--- src/rtl/alu_flag_pkg.sv ---
// rtl/alu_flag_pkg.sv - shared types and constants for the ALU carry/flag stage
//
// Purpose: state encoding for the multi-byte chain sequencer and bit positions
// of the flags inside the {SIGN, ZERO, CARRY} bus word.
// Ports: none (package).

package alu_flag_pkg;

  typedef enum logic {
    ST_IDLE  = 1'b0,
    ST_CHAIN = 1'b1
  } state_e;

  // Bit positions inside FLAGDIN
  localparam int FLAG_CY = 0;
  localparam int FLAG_Z  = 1;
  localparam int FLAG_N  = 2;

endpackage

--- src/rtl/alu_carry_flags.sv ---
// rtl/alu_carry_flags.sv - carry/zero/sign flag register with multi-byte chaining
//
// Purpose: registers carry, zero and sign from each 8-bit ALU result, feeds the
// carry back to the carry-in mux, and sequences multi-precision operations so
// ZERO reflects the whole word. Flags can also be loaded from the bus and the
// carry can be forced set/clear.
// Ports:
//   CLK, RESETL           clock and asynchronous active-low reset
//   ALU_EN, RESULT,       ALU byte valid, result byte, carry-out and
//   CARRYOUT, LAST        end-of-operation marker
//   FLAGLD, FLAGDIN       direct flag load {SIGN, ZERO, CARRY}
//   SETCY, CLRCY          forced carry set / clear (clear wins)
//   CARRY, ZERO, SIGN     registered flags
//   BUSY                  chained operation in progress
//   DONE, CHAIN_ERR       one-cycle pulses: flags valid / chain cut at MAX_BYTES

module alu_carry_flags
  import alu_flag_pkg::*;
#(
  parameter int MAX_BYTES = 4
) (
  input  logic       CLK,
  input  logic       RESETL,
  input  logic       ALU_EN,
  input  logic [7:0] RESULT,
  input  logic       CARRYOUT,
  input  logic       LAST,
  input  logic       FLAGLD,
  input  logic [2:0] FLAGDIN,
  input  logic       SETCY,
  input  logic       CLRCY,
  output logic       CARRY,
  output logic       ZERO,
  output logic       SIGN,
  output logic       BUSY,
  output logic       DONE,
  output logic       CHAIN_ERR
);

  localparam int CW = $clog2(MAX_BYTES);
  localparam logic [CW-1:0] CNT_LAST = CW'(MAX_BYTES - 1);

  state_e        state_q, state_d;
  logic [CW-1:0] cnt_q, cnt_d;
  logic          zacc_q, zacc_d;
  logic          carry_q, carry_d;
  logic          zero_q, zero_d;
  logic          sign_q, sign_d;
  logic          done_q, done_d;
  logic          err_q, err_d;

  logic res_zero;
  assign res_zero = (RESULT == 8'h00);

  always_comb begin
    state_d = state_q;
    cnt_d   = cnt_q;
    zacc_d  = zacc_q;
    carry_d = carry_q;
    zero_d  = zero_q;
    sign_d  = sign_q;
    done_d  = 1'b0;
    err_d   = 1'b0;

    if (FLAGLD) begin
      // Bus load overrides everything and abandons any partial chain.
      sign_d  = FLAGDIN[FLAG_N];
      zero_d  = FLAGDIN[FLAG_Z];
      carry_d = FLAGDIN[FLAG_CY];
      state_d = ST_IDLE;
      cnt_d   = '0;
      zacc_d  = 1'b1;
    end else begin
      if (ALU_EN) begin
        carry_d = CARRYOUT;
        unique case (state_q)
          ST_IDLE: begin
            if (LAST) begin
              zero_d = res_zero;
              sign_d = RESULT[7];
              done_d = 1'b1;
            end else begin
              zacc_d  = res_zero;
              cnt_d   = CW'(1);
              state_d = ST_CHAIN;
            end
          end
          ST_CHAIN: begin
            // The byte at CNT_LAST closes the chain even without LAST.
            if (LAST || (cnt_q == CNT_LAST)) begin
              zero_d  = zacc_q & res_zero;
              sign_d  = RESULT[7];
              done_d  = 1'b1;
              err_d   = ~LAST;
              cnt_d   = '0;
              zacc_d  = 1'b1;
              state_d = ST_IDLE;
            end else begin
              zacc_d = zacc_q & res_zero;
              cnt_d  = cnt_q + CW'(1);
            end
          end
          default: state_d = ST_IDLE;
        endcase
      end
      // Forced carry replaces only the carry; the ALU byte still sequences.
      if (CLRCY) begin
        carry_d = 1'b0;
      end else if (SETCY) begin
        carry_d = 1'b1;
      end
    end
  end

  always_ff @(posedge CLK or negedge RESETL) begin
    if (!RESETL) begin
      state_q <= ST_IDLE;
      cnt_q   <= '0;
      zacc_q  <= 1'b1;
      carry_q <= 1'b0;
      zero_q  <= 1'b0;
      sign_q  <= 1'b0;
      done_q  <= 1'b0;
      err_q   <= 1'b0;
    end else begin
      state_q <= state_d;
      cnt_q   <= cnt_d;
      zacc_q  <= zacc_d;
      carry_q <= carry_d;
      zero_q  <= zero_d;
      sign_q  <= sign_d;
      done_q  <= done_d;
      err_q   <= err_d;
    end
  end

  assign CARRY     = carry_q;
  assign ZERO      = zero_q;
  assign SIGN      = sign_q;
  assign BUSY      = (state_q == ST_CHAIN);
  assign DONE      = done_q;
  assign CHAIN_ERR = err_q;

endmodule

--- config.mk ---
export PLATFORM = sky130hd
export DESIGN_NAME = alu_carry_flags
export DESIGN_NICKNAME = d
export VERILOG_FILES = /design/src/rtl/alu_flag_pkg.sv /design/src/rtl/alu_carry_flags.sv
export SDC_FILE = /design/constraint.sdc
export NUM_CORES = 1
export LEC_CHECK = 0
export CORE_AREA = 3 3 49 51
export DETAILED_ROUTE_END_ITERATION = 8
export DIE_AREA = 0 0 52 54
export DONT_BUFFER_PORTS = 1
export PLACE_DENSITY = 0.39
export SETUP_SLACK_MARGIN = 0.1
export SYNTH_ARGS = -nofsm -noshare
export SYNTH_HDL_FRONTEND = slang
export SYNTH_SLANG_ARGS = --single-unit
--- constraint.sdc ---
create_clock -name CLK -period 3.45 [get_ports CLK]
set_input_delay 0.5175 -clock CLK [delete_from_list [all_inputs] [get_ports CLK]]
set_output_delay 0.5175 -clock CLK [all_outputs]
set_load 0.02 [all_outputs]
### Word level (Yosys, flattened, before mapping)

Index checks and enable logic that the tools add are counted.

* register bits after elaboration: 9
* input port bits: 19

* eq/ne operators: 4
* muxes and demuxes: 38
* bitwise logic cells: 3
* reduce and logical (&&, ||, !) cells: 6
* $add $sub $neg: 1

Operator list (number)
* 2-to-1 mux 1 bit: 28
* one-hot mux 1 bit (2 select lines): 5
* logical NOT 8 bit: 1
* 2-to-1 mux 2 bit: 4
* inequality test 3 bit (second input constant): 2
* one-hot mux 2 bit (2 select lines): 1
* nonzero test 4 bit: 1
* inequality test 3 x 2 -> 1 bit (second input constant): 1
* AND reduction 3 bit: 1
* adder 2 x 1 -> 2 bit (second input constant): 1
* equality test 2 bit (second input constant): 1
* inverter 1 bit: 2
* AND reduction 2 bit: 1
* nonzero test 2 bit: 1
* bitwise AND 1 bit: 1
* logical OR 1 bit: 1

### Logic depth before layout (Yosys ltp)

Gate-level depths: netlist of run 1.

* depth in word-level cells: 6
* gate-level depth with buffers: 4
* depth with buffers taken out: 4

### Worst setup path before layout of run 1

No wires, ideal clock.

* path type: flip-flop to flip-flop
* from: register cnt_q[0]
* to: register zero_q, in the netlist ZERO
* arrival time: 1092 ps
* setup slack: 2234 ps
* clock period less this slack: 1216 ps
* data required time: 3326 ps
* cell stages (with the launch flop): 5
* path buffers: 0
* library setup time: 124 ps
* cell sequence: dfrtp_1 > ha_1 > a21oi_1 > nor3_1 > a211o_1

* word-level cells in the longest chain between the ends: 4

RTL lines
* start, declared: RTL line alu_carry_flags.sv:44 `logic [CW-1:0] cnt_q, cnt_d;`
* start signal, assigned: RTL line alu_carry_flags.sv:127 `cnt_q <= cnt_d;`
* equality test 2 bit: RTL line alu_carry_flags.sv:90 `if (LAST || (cnt_q == CNT_LAST)) begin`
* logical OR 1 bit: RTL line alu_carry_flags.sv:90
* inequality test 3 x 2 -> 1 bit (no line)
* AND reduction 3 bit (no line)
* end signal, assigned: RTL line alu_carry_flags.sv:130 `zero_q <= zero_d;`
* end, declared: RTL line alu_carry_flags.sv:47 `logic zero_q, zero_d;`

Every way passes these cells.
A chain may end at the register's enable or synchronous reset.

### Worst setup path in the final report of run 1

* from: register state_q, in the netlist BUSY
* to: output port BUSY

RTL lines
* start, declared: RTL line alu_carry_flags.sv:43 `state_e state_q, state_d;`
* start signal, assigned: RTL line alu_carry_flags.sv:126 `state_q <= state_d;`
* end, declared: RTL line alu_carry_flags.sv:35 `output logic BUSY,`

No word-level cell between the ends.

==> flow_metrics.tcl, run 1 <==
set metrics [dict create \
    outcome "finished clean" \
    crit_fanout 11 \
    yosys_register_bits 9 \
    post_cts_buffers 0 \
    drtIter0Drc 4 \
    fin_hold_ws_ns 0.101 \
    vias 383 \
    cts_buffers 3 \
    grt_pass1_wl_mm 1.84 \
    die_w_um 52 \
    worst_pin_slew_ns 0.479 \
    ir_drop_mv 0.157 \
    reg2reg_from "BUSY" \
    setup_viol 0 \
    cts_root_buf "clkbuf_4" \
    slew_headroom_pct 68.1 \
    rsz0062_at_grt "no" \
    path_class "flop to primary output" \
    r2r_setup_slack_ns 2.10 \
    syn_inst 50 \
    startpoint_type "flop" \
    synthesis.area_um2 490 \
    dieArea_um2 2810 \
    critical_path_arrival_ns 0.90 \
    grt_pass1_vias 377 \
    hp-class "primary input to async pin" \
    synth_enable_flop_cells 0 \
    cts_tree "built" \
    cts_buffer_depth 2 \
    final_cell_mix "dfrtp_1 (8), a21oi_1 (4), nand2b_1 (3), clkbuf_4 (3)" \
    hpwlAfterDp_um 896 \
    p_per_area_nw_per_um2 418 \
    core_um2 1980 \
    syn_avg_cell_area_um2 9.81 \
    drive_gt1_share_pct 11.5 \
    cts.sinks 9 \
    fp.dieH_um 54 \
    fin_nets 73 \
    fmax_mhz 703 \
    grt_max_degree 13 \
    synthFlopType "dfrtp_1" \
    port_buffers 0 \
    grt_overflow 0 \
    ys_types 30 \
    wirelength_mm 1.12 \
    path_clk_slew_ns 0.07 \
    worstSetupEndpointType "primary output" \
    period_share_pct 41.2 \
    finalSetupTns_ns 0 \
    period_minus_slack_ns 1.42 \
    drc_errors 0 \
    fill_cells 217 \
    clock_skew_ns 0.00814 \
    io_pins 25 \
    yosysWarnings 0 \
    first_pass_iters 4 \
    initial_core_util_pct 24.7 \
    cap_violations 0 \
    insertion_delay_ns 0.26 \
    row_count 16 \
    drv_slew 0 \
    final_common_cell "dfrtp_1" \
    yosysSeqAreaShare_pct 46.2 \
    antenna_found_initial 0 \
    routedWlPerCell_um 14.2 \
    r2r_cells 3 \
    area_growth_pct 9.69 \
    crit_required_ns 2.93 \
    power_uw 225 \
    ant_nets 0 \
    track_usage_pct 9.29 \
    htree_num_levels 1 \
    syn_nets 70 \
    hold_violations 0 \
    power_leakage_uw 0.000231 \
    place.gp.congestion 0.654 \
    r2r_end "ZERO" \
    routed_via_density 4.85 \
    async_flop_share_pct 100 \
    n_antenna_cell 0 \
]
==> synth_stat cells (2+ instances only) <==
library cell,instances,area share (%)
dfrtp_1,8,41
a211oi_1,2,3.1
and2_1,2,2.6
nand2b_1,3,3.8
nor2_1,2,1.5
nor4_1,2,2.6
nor3_1,2,2.0
nor2b_1,2,2.6
o21ai_0,2,2.0
a21oi_1,4,4.1
nand2_1,2,1.5
==> metal layers <==
metal  track usage, %  vias up  share of wire (%)
li1                 -      189                  -
met3             5.82        2                 11
met4             3.93        0               0.71
met2             13.4       19                 43
met5                0        -                  0
met1             10.9      173                 45
==> power breakdown <==
group	leakage (uW)	total, uW	switching [uW]	internal (uW)
Combinational	0.000102	19.6	9.34	10.3
Sequential	0.000114	123	11.2	112
Clock	0.0000150	82.0	37.4	44.6
Total	0.000231	225	57.9	167
==> flip-flops by register name, summed over array words and instances (netlist names) <==
register   cells
BUSY           1
CARRY          1
cnt_q          2
ZERO           1
CHAIN_ERR      1
SIGN           1
zacc_q         1
DONE           1
==> logic make-up (layout without fill, tap and decap cells) <==
logic type / count (synthesis) / count (layout) / synth area share [%]
DFF: 9 / 9 / 46.2
adders and majority gates: 1 / 1 / 2.55
and+or+nand+nor: 19 / 19 / 22.7
buffers and inverters: 5 / 7 / 6.12
AOI/OAI and AO/OA: 16 / 16 / 22.5
==> worst max path at each step <==
stage | to | startpoint | cells past startpoint
finish | BUSY | BUSY | 0
global route | BUSY | BUSY | 0
CTS | BUSY | BUSY | 0
detailed placement | ZERO | BUSY | 3
global placement | ZERO | BUSY | 3
floorplan | ZERO | cnt_q[0] | 4
==> final cells by class <==
type	count	area (um2)	share of cell area, %
repair buffers	1	10.0	1.86
flip-flops and latches	9	226	42.1
well taps	27	33.8	6.28
clock buffers	4	26.3	4.88
inverters	2	7.51	1.40
multi-input cells	36	234	43.5
==> through the flow <==
step / std cells / cell area (um2) / setup slack, ns / utilization, %
4_1_cts: 79 / 538 / 2.02 / 27.1
3_5_place_dp: 74 / 502 / 2.12 / 25.3
2_1_floorplan: 50 / 490 / 2.23 / -
6_report: 79 / 538 / 2.03 / 27.1
5_1_grt: 79 / 538 / 1.98 / 27.1
3_3_place_gp: 74 / 502 / 2.09 / 25.3
==> timing repair <==
| action | CTS | global route |
|---|---|---|
| hold buffers | 1 | 0 |
| resized for setup | 0 | 0 |
| endpoints found under the hold margin | 8 | 0 |
(Power assumes the default switching activity.)
==> run 2, diff against run 1 <==
Settings changed: PLACE_DENSITY 0.39 to 0.4.
Clock period 3.45 ns to 1.25 ns, I/O delays scaled along.
==> flow_metrics.tcl, run 2 (synthesis gave the netlist of run 1 again) <==
set metrics [dict create \
    outcome "finished, violations left" \
    violations "hold timing" \
    worstSetupEndpointType "flop" \
    drtIter0Drc 5 \
    slowest_delay_ns 0.41 \
    power_uw 640 \
    top_register "cnt_q" \
    hpwlAfterDp_um 918 \
    die_w_um 52 \
    cts_root_buf "clkbuf_4" \
    largest_reg_flops 2 \
    track_usage_pct 10.3 \
    row_count 16 \
    fin_nets 75 \
    grt_overflow 0 \
    crit_family "flip-flops" \
    worst_pin_slew_ns 0.435 \
    path_class "flop to flop" \
    startpoint_type "flop" \
    worstHoldStart "FLAGLD" \
    place.gp.congestion 0.687 \
    period_share_pct 93.6 \
    finalSetupTns_ns 0 \
    crit_fanout 6 \
    area_growth_pct 23.2 \
    hp-class "primary input to flop" \
    slew_headroom_pct 70.9 \
    p_per_area_nw_per_um2 1060 \
    io_pins 25 \
    drv_slew 0 \
    power_leakage_uw 0.000242 \
    path_clk_slew_ns 0.06 \
    routed_via_density 4.84 \
    cts_buffer_depth 2 \
    cts_hold_buf 1 \
    insertion_delay_ns 0.26 \
    final_cell_mix "dfrtp_1 (7), nand2b_1 (3), clkbuf_4 (3)" \
    final_common_cell "dfrtp_1" \
    cap_violations 0 \
    crit_chain "ha_4, a21oi_4, nor3_2, a211o_1" \
    reg2reg_from "cnt_q[1]" \
    fmax_mhz 855 \
    cts_buffers 3 \
    crit_required_ns 1.39 \
    grt_max_degree 13 \
    routedWlPerCell_um 15.1 \
    period_minus_slack_ns 1.17 \
    setup_viol 0 \
    vias 392 \
    core_um2 1980 \
    grt_pass1_vias 403 \
    wirelength_mm 1.22 \
    antenna_found_initial 0 \
    crit_start "cnt_q[1]" \
    cts_tree "built" \
    rsz0062_at_grt "yes" \
    drc_errors 0 \
    first_pass_iters 4 \
    ant_nets 0 \
    clock_skew_ns 0.00268 \
    htree_num_levels 1 \
    drive_gt1_share_pct 27.8 \
    hold_violations 5 \
    n_antenna_cell 0 \
    initial_core_util_pct 24.7 \
    fin_hold_ws_ns -0.0261 \
    cpMaxStageDelayCell "dfrtp_1" \
    port_buffers 0 \
    cts.sinks 9 \
    dieArea_um2 2810 \
    grt_pass1_wl_mm 2.00 \
    path_buf_inv 0 \
    fp.dieH_um 54 \
    ir_drop_mv 0.545 \
    critical_path_arrival_ns 1.31 \
]
## run 2: area by class of cell
class | count | area (um2)
multi-input cells | 36 | 284
flip-flops and latches | 9 | 228
clock buffers | 4 | 26.3
inverters | 2 | 7.51
fillers | 207 | 1380
repair buffers | 3 | 25.0
well taps | 27 | 33.8
## run 2: power breakdown
part           internal [uW]  switching [uW]
registers                309            28.8
logic                   38.6            35.7
clock network            123             105
total                    471             169
## run 2: worst paths after layout
| kind | to | slack [ns] | cells after the start |
|---|---|---|---|
| hold reg to reg | cnt_q[1] | 0.59 | 2 |
| setup / recovery | ZERO | 0.08 | 4 |
| hold / removal | BUSY | -0.03 | 1 |
| max in group asynchronous | zacc_q | 0.61 | 1 |
| min in group asynchronous | cnt_q[1] | 0.30 | 1 |
| setup reg to reg | ZERO | 0.08 | 4 |
## run 2: layer usage
layer / GRT usage, % / vias to the layer above / share of wire (%)
met4: 2.62 / 0 / 0.65
li1: - / 190 / -
met5: 0 / - / 0
met1: 12.3 / 184 / 46
met2: 15.5 / 16 / 45
met3: 6.37 / 2 / 8.3
## run 2: metrics by stage
stage	setup WS [ns]	instances	util, %	hold slack [ns]	cell area, um2
floorplan	0.0979	50	-	-0.108	498
global placement	0.0285	75	26.1	-0.108	517
detailed placement	0.0252	75	26.1	-0.108	517
CTS	0.0860	81	29.7	-0.0287	589
global route	0.00937	81	30.5	-0.0433	604
finish	0.0806	81	30.5	-0.0261	604
## run 2: repair_timing
item	4_1_cts	5_1_grt
pin swaps	6	2
cloned	0	0
hold endpoints to repair	14	5
gates resized for setup	4	3
setup endpoints to repair	3	5
setup buffers	1	0
==> run 3, diff against run 2 <==
Settings changed: ABC_AREA set to 1, CORE_AREA 3 3 49 51 to 3 3 48 50, DIE_AREA 0 0 52 54 to 0 0 51 53, PLACE_DENSITY 0.4 to 0.39.
Clock period 1.25 ns to 1.5 ns, I/O delays scaled along.
==> flow_metrics.tcl, run 3 <==
set metrics [dict create \
    synthFlopType "dfrtp_1" \
    port_buffers 0 \
    n_antenna_cell 0 \
    crit_fanout 4 \
    synth_compound_area_share_pct 9.95 \
    power_uw 530 \
    antenna_found_initial 0 \
    synthMuxAreaShare_pct 0 \
    layoutNonFillerInstCount 94 \
    timing.final.ws_setup_ns 0.226 \
    hpwlAfterDp_um 878 \
    grt_pass1_wl_mm 1.58 \
    yosys.area.top_type "dfrtp_1" \
    reg2reg_from "cnt_q[0]" \
    core_um2 1940 \
    drive_gt1_share_pct 14.9 \
    fin_nets 88 \
    cpMaxStageDelayCell "dfrtp_1" \
    synth_most_common_cell "nand2_1" \
    path_class "flop to flop" \
    worst_pin_slew_ns 0.429 \
    hold_violations 0 \
    p_per_area_nw_per_um2 971 \
    io_pins 25 \
    dp_cells 89 \
    r2r_setup_slack_ns 0.23 \
    period_minus_slack_ns 1.27 \
    yosysSeqAreaShare_pct 48.7 \
    r2r_end "ZERO" \
    ys_types 17 \
    crit_chain "ha_1, a21oi_1, nor2_1, nor2_2, nor2_1, nand2_1, nand2_1" \
    cts.sinks 9 \
    fin_hold_ws_ns 0.0539 \
    use_met3_pct 3.66 \
    final_common_cell "nand2_1" \
    top_register "cnt_q" \
    use_met1_pct 9.62 \
    grt_pass1_vias 372 \
    drtIter0Drc 6 \
    fp.dieH_um 53 \
    clock_skew_ns 0.000806 \
    synth_commonest_cells "nand2_1 (17), nor2_1 (14), dfrtp_1 (8)" \
    outcome "finished clean" \
    slew_headroom_pct 71.3 \
    ant_nets 0 \
    yosysWarnings 0 \
    cts_buffer_depth 2 \
    power_leakage_uw 0.000257 \
    routedWlPerCell_um 11.3 \
    rsz0062_at_grt "no" \
    drc_errors 0 \
    path_clk_slew_ns 0.06 \
    syn_nets 81 \
    crit_start "cnt_q[0]" \
    cap_violations 0 \
    cts_root_buf "clkbuf_4" \
    track_usage_pct 8.27 \
    period_share_pct 85.0 \
    setup_viol 0 \
    startpoint_type "flop" \
    synth-simple-area-share_pct 34.7 \
    routed_via_density 4.37 \
    synth_top_area_share_pct 43.0 \
    finalSetupTns_ns 0 \
    slowest_delay_ns 0.38 \
    dieArea_um2 2700 \
    vias 411 \
    largest_reg_flops 2 \
    wirelength_mm 1.06 \
    r2r_cells 7 \
    insertion_delay_ns 0.26 \
    initial_core_util_pct 24.0 \
    critical_path_arrival_ns 1.43 \
    synth_enable_flop_cells 0 \
    place.gp.congestion 0.690 \
    drv_slew 0 \
    htree_num_levels 1 \
    fmax_mhz 785 \
    grt_busiest_layer "met2" \
    use_met2_pct 12.2 \
    pre_cts_ws_ns 0.167 \
    synth_top_family_by_area "simple AND/OR/NAND/NOR gates" \
    worstSetupEndpointType "flop" \
    async_flop_share_pct 100 \
    grt_overflow 0 \
    die_w_um 51 \
    cts_tree "built" \
    crit_end "ZERO" \
    synth_xor_area_share_pct 0 \
    syn_avg_cell_area_um2 7.63 \
    row_count 16 \
    final_cell_mix "nand2_1 (17), nor2_1 (13), dfrtp_1 (8)" \
    synthesis.area_um2 465 \
    synthAdderAreaFrac_pct 2.69 \
    syn_inst 61 \
    cts_buffers 3 \
    area_growth_pct 17.2 \
    yosys_register_bits 9 \
    hp-class "primary input to flop" \
    ys_top_cells_by_area "dfrtp_1 (43%), nand2_1 (14%), nor2_1 (11%)" \
    crit_required_ns 1.65 \
    first_pass_iters 4 \
    ir_drop_mv 0.416 \
    grt_max_degree 10 \
]
run 3: changes by cell type after synthesis, moves of 3 or more:
cell / previous run / this run
nor2_1: 2 / 14
nand2_1: 2 / 17
nand3_1: 0 / 3
nand2b_1: 3 / 0
run 3: power breakdown:
| part | internal [uW] | leakage (uW) | total (uW) | switching [uW] |
|---|---|---|---|---|
| clock network | 102 | 0.0000150 | 185 | 82.5 |
| registers | 261 | 0.000115 | 282 | 20.8 |
| logic | 25.4 | 0.000128 | 63.0 | 37.6 |
run 3: layout make-up:
cell class / count / area, um2
Clock buffer: 4 / 26.3
Fill cell: 226 / 1400
Inverter: 5 / 18.8
Multi-Input combinational cell: 47 / 223
Sequential cell: 9 / 226
Tap cell: 27 / 33.8
Timing Repair Buffer: 2 / 17.5
run 3: worst min path at each step:
stage                     startpoint  endpoint  slack (ns)  cells past startpoint
after floorplan               RESETL      BUSY       -0.07                      0
after global placement        RESETL  cnt_q[1]       -0.07                      0
after detailed placement      RESETL  cnt_q[1]       -0.07                      0
after CTS                     FLAGLD      DONE        0.05                      1
after global routing          FLAGLD      DONE        0.05                      1
final                         FLAGLD      DONE        0.05                      1
run 3: kinds of logic (layout without fill, tap and decap cells):
| family | count (synthesis) | after routing |
|---|---|---|
| buffers and inverters | 5 | 11 |
| AO/OA/AOI/OAI | 8 | 8 |
| AND/OR/NAND/NOR | 38 | 38 |
| flip-flops | 9 | 9 |
| adder cells (fa/ha/maj) | 1 | 1 |
run 3: per-stage QoR:
step           utilization [%]  instance area, um2
2_1_floorplan                -                 465
3_3_place_gp              26.1                 507
3_5_place_dp              26.1                 507
4_1_cts                   28.0                 543
5_1_grt                   28.1                 546
6_report                  28.1                 546
run 3: per-layer routing:
metal	up-vias	wire length [um]
li1	211	-
met1	175	483
met2	23	437
met3	2	126
met4	0	16
met5	-	0
run 3: what timing repair did:
item                                    in CTS  in global routing
hold buffers                                 1                  0
endpoints found under the setup margin       0                  1
resized for setup                            0                  1
hold endpoints to repair                     9                  0
buffers inserted                             0                  0
run 3: critical path: cells and delay by family (launching register included):
kind	cells	cell delay (ns)
compound gates	1	0.19
fa+ha+maj	1	0.22
simple gates	5	0.38
flops	1	0.38
